$ cat src/rtl/tx_control_unit.sv
// -----------------------------------------------------------------------------
// tx_control_unit
//
// Transmit control unit for the SD-to-USB interface. On a request from the
// protocol controller it presents the packet bytes to the downstream transmit
// shifter: SYNC, then PID, then (data packets only) a payload phase during
// which bytes are streamed from the SD/FIFO path instead of from this block.
//
// Ports
//   clk           system clock, rising-edge active
//   n_rst         asynchronous reset, active-high (name kept from the codebase)
//   tx_transmit   request: send a data packet
//   tx_send_good  request: send an ACK handshake packet
//   tx_send_bad   request: send a NAK handshake packet
//   load_enable   one-cycle strobe from the shifter: current byte was taken
//   empty         payload source has no more bytes
//   data          byte presented to the shifter (SYNC/PID), 8'h00 otherwise
//   sending       high while a packet is in progress
//   sd_enable     high during the payload phase
// -----------------------------------------------------------------------------
module tx_control_unit #(
   parameter logic [7:0] SYNC_BYTE = 8'h80,
   parameter logic [7:0] DATA_PID  = 8'hC3,
   parameter logic [7:0] ACK_PID   = 8'hD2,
   parameter logic [7:0] NAK_PID   = 8'h5A
) (
   input  logic       clk,
   input  logic       n_rst,
   input  logic       tx_transmit,
   input  logic       tx_send_good,
   input  logic       tx_send_bad,
   input  logic       load_enable,
   input  logic       empty,
   output logic [7:0] data,
   output logic       sending,
   output logic       sd_enable
);

   typedef enum logic [1:0] {
      IDLE    = 2'd0,
      SYNC    = 2'd1,
      PID     = 2'd2,
      PAYLOAD = 2'd3
   } state_t;

   state_t     state;
   logic [7:0] pid_q;
   logic       is_data_q;

   // Outputs are registered alongside the state so that they always equal the
   // decode of the state being entered; they only move on a clock edge or on
   // the asynchronous reset.
   always_ff @(posedge clk or posedge n_rst) begin
      if (n_rst) begin
         state     <= IDLE;
         pid_q     <= DATA_PID;
         is_data_q <= 1'b0;
         data      <= 8'h00;
         sending   <= 1'b0;
         sd_enable <= 1'b0;
      end else begin
         case (state)
            IDLE: begin
               // Priority: NAK over ACK over data. Lower-priority requests
               // arriving together are dropped, not queued.
               if (tx_send_bad || tx_send_good || tx_transmit) begin
                  state   <= SYNC;
                  data    <= SYNC_BYTE;
                  sending <= 1'b1;
                  if (tx_send_bad) begin
                     pid_q     <= NAK_PID;
                     is_data_q <= 1'b0;
                  end else if (tx_send_good) begin
                     pid_q     <= ACK_PID;
                     is_data_q <= 1'b0;
                  end else begin
                     pid_q     <= DATA_PID;
                     is_data_q <= 1'b1;
                  end
               end
            end

            SYNC: begin
               if (load_enable) begin
                  state <= PID;
                  data  <= pid_q;
               end
            end

            PID: begin
               if (load_enable) begin
                  // A data packet with nothing queued is sent zero-length.
                  if (is_data_q && !empty) begin
                     state     <= PAYLOAD;
                     data      <= 8'h00;
                     sd_enable <= 1'b1;
                  end else begin
                     state   <= IDLE;
                     data    <= 8'h00;
                     sending <= 1'b0;
                  end
               end
            end

            PAYLOAD: begin
               // Payload bytes are consumed downstream; only running out of
               // bytes ends the packet, regardless of load_enable.
               if (empty) begin
                  state     <= IDLE;
                  sending   <= 1'b0;
                  sd_enable <= 1'b0;
               end
            end

            default: begin
               state     <= IDLE;
               data      <= 8'h00;
               sending   <= 1'b0;
               sd_enable <= 1'b0;
            end
         endcase
      end
   end

endmodule

$ cat config.mk
export PLATFORM = sky130hd
export DESIGN_NAME = tx_control_unit
export DESIGN_NICKNAME = d
export VERILOG_FILES = /design/src/rtl/tx_control_unit.sv
export SDC_FILE = /design/constraint.sdc
export NUM_CORES = 1
export LEC_CHECK = 0
export ABC_AREA = 0
export CORE_ASPECT_RATIO = 1.2
export CORE_MARGIN = 2
export CORE_UTILIZATION = 25
export DETAILED_ROUTE_END_ITERATION = 10
export PLACE_DENSITY = 0.48
export SLEW_MARGIN = 10
export SYNTH_ARGS = -nofsm -noshare
export SYNTH_HDL_FRONTEND = slang
export SYNTH_SLANG_ARGS = --single-unit
$ cat constraint.sdc
create_clock -name clk -period 1.75 [get_ports clk]
set_input_delay 0.2625 -clock clk [delete_from_list [all_inputs] [get_ports clk]]
set_output_delay 0.2625 -clock clk [all_outputs]
set_load 0.005 [all_outputs]
# After elaboration in Yosys (flattened, before gate mapping)
# Cells that the tools add are included.
# word_totals
wordCells,50
register_bits,21
out_inout_bits,10
# classes
n_reduce_logical,13
eq_ne,9
mux,22
# ops
op,n
2-to-1 mux 8 bit,4
one-hot mux 8 bit (3 select lines),1
"!= test 2 bit, second input constant",6
AND reduction 4 bit,3
2-to-1 mux 2 bit,5
2-to-1 mux 1 bit,8
one-hot mux 2 bit (4 select lines),1
nonzero test 3 bit,2
2-to-1 mux 5 bit,1
AND reduction 5 bit,1
"== test 2 bit, second input constant",2
one-hot mux 1 bit (3 select lines),1
"== test 2 x 1 -> 1 bit, second input constant",1
logical NOT 2 bit,1
logical OR 1 bit,2
one-hot mux 1 bit (2 select lines),1
AND reduction 2 bit,1
nonzero test 2 bit,1
logical AND 1 bit,1
logical NOT 1 bit,1

# Longest topological paths before layout
# Gate-level depths: netlist (run 1).
# depth
ltp_word,5
mapped_depth,7

# Worst setup path after synthesis (run 1)
# Ideal clock, no wire load.
# synth_path
kind,register to register
startpoint,register state[0]
endpoint,register data[6]
setup_slack_ps,-144
setup_ps,125
t_arrival_ps,1769
stages_incl_launch_ff,8
path_buffers,2
synth_period_minus_slack_ps,1894
required_time_ps,1625
path_cell_list,dfrtp_1 > inv_1 > ha_1 > buf_6 > or4b_4 > o211a_1 > buf_6 > mux2_4
# synth_between
elab_chain_cells,3
word_cells_on_any_way,9
# synth_rtl
element,line_no,source
from (decl),46,state_t state;
from (signal assigned),55,state <= IDLE;
from (signal assigned),67,state <= SYNC;
from (signal assigned),85,state <= PID;
"== test 2 x 1 -> 1 bit, or another cell as far along",62,case (state)
!= test 2 bit (no line) / nonzero test 3 bit (equally long branches),--,
AND reduction 4 bit (no line),--,
to (signal assigned),86,data <= pid_q;
to (decl),34,"output logic [7:0] data,"
# Parallel ways exist; a longest one is shown, timed or not.
# A chain may end at the register's enable or synchronous reset.

# Worst setup path after layout (run 1)
# Same ends and word-level chain as after synthesis.

==> impl_metrics.ini, run 1 <==
[floorplanning]
initial_utilization = 0.259
rows = 22
num_io_pins = 17
dieArea_um2 = 3570
die_y_um = 65.1
die_x_um = 54.9
core_um2 = 3000

[sta]
fin_ws_ps = 19.7
setup_viol = 0
relSlewSlack = 0.632
rsz0062_at_grt = true
fin_skew_ps = 3.00
worst_slew_pin_slew_ps = 552
clock.fmax_ghz = 0.578
timing.hold.ws_ps = 320
setup-tns-final_ps = 0
post-route-period-util = 0.989
fin_crit_ps = 1730
final_hold_viol_count = 0
drv_slew = 0

[cts]
cts.reportedPaths.clkPinSlew_ps = 90
cts_sinks = 14
cts_tree = yes
clock_path_buffers = 2
clockRootBuffer = clkbuf_4
cts_hold_buf = 0
htree_levels = 1
clkLatencyLatePin_ps = 290
cts_buffers = 3

[finish]
drive_gt1_frac = 0.280
multi_input_area_um2 = 375
syn_to_final_growth_pct = 38.2
antennaDiodeCount = 0
final_nets = 112
regArea_um2 = 353
num-fill-cells = 300

[power_and_ir_drop]
power_leakage_nw = 0.484
vdd_drop_max_v = 0.000748
cellPowerDensity_nw_per_um2 = 1820

[synthesis]
yosysWarnings = 0
syn_area_per_cell_um2 = 10.4
synth_edf_count = 0
synth.yosys.seq_area_share = 0.454
syn_inst = 75
synthTopCellsByArea = dfrtp_1 39%, dfstp_2 6.8%, ha_1 6.4%
synthArstFlopShare = 1.00
synth.most_common_cell = dfrtp_1
syn_area_um2 = 777
synth_commonest_cells = 12 x dfrtp_1, 9 x inv_1, 7 x nand2_1
synth_top_flop_cell = dfrtp_1
synth-seq-cells = 14
synth_cell_types = 31
yosys.area.top_type = dfrtp_1
synth_top_area_frac = 0.386

[critical_path]
worstPathMaxFanout = 4
critical_path_arrival_ps = 1910
worst_setup_path_end_kind = flop
crit_type = flop to flop
cp.required_ps = 1930
cp-start-kind = flop

[run]
cap_violations = 0

[grt]
antenna_found_initial = 0
grt_remaining_overflow = 0
grt_pass1_vias = 639
grt_pass1_wl_um = 2880
grt_use_total = 0.116
grt_max_degree = 15

[drt]
wl_per_cell_um = 12.4
drc = 0
firstDrtPassIters = 4
vias = 606
ant_nets = 0
via_per_inst = 4.46
drt_wl_total_um = 1690
dr.first_iter.drc_count = 7

[placement]
place_hpwl_um = 1280
gp_congestion = 0.769
io_buffers = 14
place_ws_ps = -114

[status]
status = finished, final reports clean

[worst_hold_path]
hp-class = input pin to async pin
==> what timing repair did <==
item                                    4_1_cts  5_1_grt
cloned                                        0        0
buffers inserted                              1        1
resized for setup                             1        2
endpoints found under the setup margin        3        7
==> logic make-up (layout without fill, tap and decap cells) <==
group,after synthesis,in the layout,synth area share
buffers and inverters,15,39,0.106
other,1,2,0.00483
DFF,14,14,0.454
adders and majority gates,4,4,0.0644
and+or+nand+nor,18,18,0.137
muxes,5,5,0.0773
AOI/OAI and AO/OA,18,18,0.156
==> metrics by stage <==
stage / cells / instance area [µm²] / utilization / total power [mW]
6_report: 136 / 1070 / 0.358 / 1.95
5_1_grt: 136 / 1070 / 0.358 / 2.13
4_1_cts: 135 / 1060 / 0.352 / 1.96
3_5_place_dp: 130 / 1000 / 0.335 / 1.65
3_3_place_gp: 130 / 1000 / 0.335 / 1.64
2_1_floorplan: 76 / 793 / - / 1.29
==> critical path, cell delays in order (launching register included) <==
cell and delay (ps):
dfrtp_1 440, inv_2 110, ha_4 140, or4b_4 470, o211a_4 180, mux2_4 290
==> cells in the final DEF (no fill, tap or decap) <==
cell / n
clkdlybuf4s50_1: 14
dfrtp_1: 12
buf_4: 12
nand2_1: 7
inv_1: 7
a21oi_1: 4
o21ai_0: 4
o21a_1: 3
mux2i_1: 3
ha_1: 3
clkbuf_4: 3
mux2_4: 2
nor2_1: 2
inv_2: 2
conb_1: 2
dfstp_2: 2
or4b_4: 1
o21bai_2: 1
o211a_4: 1
a21o_1: 1
nand2b_1: 1
nand3_1: 1
nand3b_1: 1
and4b_2: 1
nand4_1: 1
a2bb2oi_1: 1
a41oi_1: 1
nor4b_2: 1
or4_1: 1
nor2b_1: 1
o31ai_1: 1
o311ai_0: 1
ha_4: 1
clkbuf_8: 1
==> power breakdown <==
part           leakage [nW]  total [mW]  switching [mW]  internal (mW)
Sequential            0.165       0.591           0.100          0.491
Combinational         0.298        1.12           0.452          0.667
Clock                0.0210       0.243           0.116          0.127
==> area by class of cell <==
class                   instances  area share
multi-input cells              47       0.350
inverters                       9      0.0315
flip-flops and latches         14       0.329
well taps                      36      0.0420
clock buffers                   4      0.0338
repair buffers                 26       0.214
==> registers in the layout (all words and copies together), names as in the netlist <==
name       flops
data           5
sending        1
sd_enable      1
is_data_q      1
state          2
pid_q          4
==> routing by layer <==
metal / vias up / wire (µm) / GRT usage
li1: 303 / - / -
met1: 289 / 743 / 0.146
met2: 10 / 866 / 0.174
met3: 4 / 52 / 0.0276
met4: 0 / 27 / 0.0732
met5: - / 0 / 0
==> path summary, 6_finish.rpt <==
| kind | cells after the start | slack [ps] | endpoint | from |
|---|---|---|---|---|
| setup / recovery | 5 | 20 | data[6] | state[0] |
| hold / removal | 2 | 320 | state[0] | n_rst |
| setup reg to reg | 5 | 20 | data[6] | state[0] |
| hold reg to reg | 1 | 490 | pid_q[4] | pid_q[4] |
| max in group asynchronous | 2 | 1060 | pid_q[0] | n_rst |
| min in group clk | 1 | 490 | pid_q[4] | pid_q[4] |
No activity file was read; power rests on OpenSTA's default activity.
==> run 2, diff against run 1 <==
- CORE_UTILIZATION: 25 -> 43
- GPL_TIMING_DRIVEN: unset -> 0
- PLACE_DENSITY: 0.48 -> 0.73
==> impl_metrics.ini, run 2 (same netlist as run 1, synthesis figures left out) <==
[status]
status = finished, final reports clean

[cts]
cts_tree = yes
clkLatencyLatePin_ps = 280
htree_levels = 1
clockRootBuffer = clkbuf_4
cts_buffers = 3
cts_sinks = 14
cts.reportedPaths.clkPinSlew_ps = 100
cts_hold_buf = 0
clock_path_buffers = 2

[floorplanning]
rows = 16
dieArea_um2 = 2160
core_um2 = 1660
die_x_um = 42.8
num_io_pins = 17
initial_utilization = 0.468
die_y_um = 50.6

[critical_path]
crit_family = simple AND/OR/NAND/NOR gates
crit_type = flop to flop
worstPathMaxFanout = 4
cp.required_ps = 1920
r2r_cells = 5
max_stage_delay_ps = 480
critPathSlowestCell = or4b_4
worst_setup_path_end_kind = flop
reg2reg_from = state[1]
crit_chain = inv_2, ha_4, or4b_4, o211a_4, mux2_4
cp-start-kind = flop
critical_path_arrival_ps = 1880
path_depth = 5
critical_path_buf_inv_count = 1
r2r_setup_slack_ps = 40
crit_start = state[1]

[placement]
place_hpwl_um = 1020
dp.cells = 108
place_ws_ps = -275
io_buffers = 14
gp_congestion = 0.749

[power_and_ir_drop]
p_int_mw = 1.31
sw_frac_of_total = 0.346
power_frac_comb = 0.591
p_switching_mw = 0.697
clock_power_share = 0.119
power_leakage_nw = 0.484
vdd_drop_max_v = 0.000900
cellPowerDensity_nw_per_um2 = 1910
seqPwrFrac = 0.291

[grt]
grt_pass1_wl_um = 2470
grt_remaining_overflow = 0
antenna_found_initial = 0
grt_use_total = 0.153
grt_max_degree = 15
grt_pass1_vias = 566

[sta]
rsz0062_at_grt = false
fin_ws_ps = 35.2
relSlewSlack = 0.644
post-route-period-util = 0.980
clock.fmax_ghz = 0.583
drv_slew = 0
fin_crit_ps = 1710
worst_slew_pin_slew_ps = 533
final_hold_viol_count = 0
fin_skew_ps = 4.68
setup_viol = 0
setup-tns-final_ps = 0

[finish]
fin_cells = 118
mostFrequentLayoutCell = clkdlybuf4s50_1
syn_to_final_growth_pct = 35.7
final_cell_mix = 14 x clkdlybuf4s50_1, 12 x buf_4, 12 x dfrtp_1
largest_register_ffs = 5
num-fill-cells = 143
drive_gt1_frac = 0.280
antennaDiodeCount = 0
top_register = data
final_nets = 112
top_regs = data x5, pid_q x4, state x2

[drt]
drt_wl_total_um = 1610
drc = 0
wl_per_cell_um = 13.6
via_per_inst = 5.18
dr.first_iter.drc_count = 7
firstDrtPassIters = 4
vias = 611
ant_nets = 0

[worst_hold_path]
hp-class = input pin to async pin

[run]
cap_violations = 0
run 2: path summary, 6_finish.rpt:
path / endpoint
setup / recovery: data[6]
hold / removal: sending
setup reg to reg: data[6]
hold reg to reg: pid_q[4]
max in group asynchronous: pid_q[0]
min in group clk: pid_q[4]
run 2: repair_timing:
action	in CTS	in global routing
buffers inserted	8	1
gates resized for setup	2	2
pin swaps	2	1
endpoints found under the hold margin	0	0
cloned	0	0
setup endpoints to repair	5	5
run 2: cell type report:
class	count	area, µm²	area share
Buffer	3	22.5	0.0214
Clock buffer	4	36.3	0.0344
Inverter	9	33.8	0.0320
Multi-Input combinational cell	47	379	0.359
Sequential cell	14	353	0.335
Tap cell	18	22.5	0.0214
Timing Repair Buffer	23	208	0.197
run 2: per-stage QoR:
stage	util	cell area, µm²	hold slack [ps]	power, mW
2_1_floorplan	-	793	150	1.29
3_3_place_gp	0.575	956	467	1.55
3_5_place_dp	0.575	956	470	1.58
4_1_cts	0.630	1050	327	1.96
5_1_grt	0.635	1050	385	2.16
6_report	0.635	1050	311	2.01
run 2: worst register-to-register path, stage by stage, from the launching register on:
cell     delay, ps
dfrtp_1        400
inv_2          100
ha_4           140
or4b_4         480
o211a_4        190
mux2_4         300
run 2: routing by layer:
metal  part of all wire  vias up  routed length (µm)  GRT usage
li1                   -      301                   -          -
met5                  0        -                   0          0
met1               0.44      297                 714      0.193
met3              0.022        2                  35     0.0108
met4              0.017        0                  27     0.0938
met2               0.52       11                 829      0.250
run 2: power by group through the flow:
stage / clock network, mW / registers, mW / logic (mW)
after CTS: 0.248 / 0.582 / 1.13
after detailed placement: 0 / 0.599 / 0.978
after global placement: 0 / 0.593 / 0.957
final: 0.239 / 0.585 / 1.19
after global routing: 0.266 / 0.603 / 1.29
after floorplan: 0 / 0.588 / 0.704
==> run 3, diff against run 2 <==
- GPL_ROUTABILITY_DRIVEN: unset -> 0
==> results of run 3 <==
No change in the layout: final DEF, timing and power equal those of run 2.
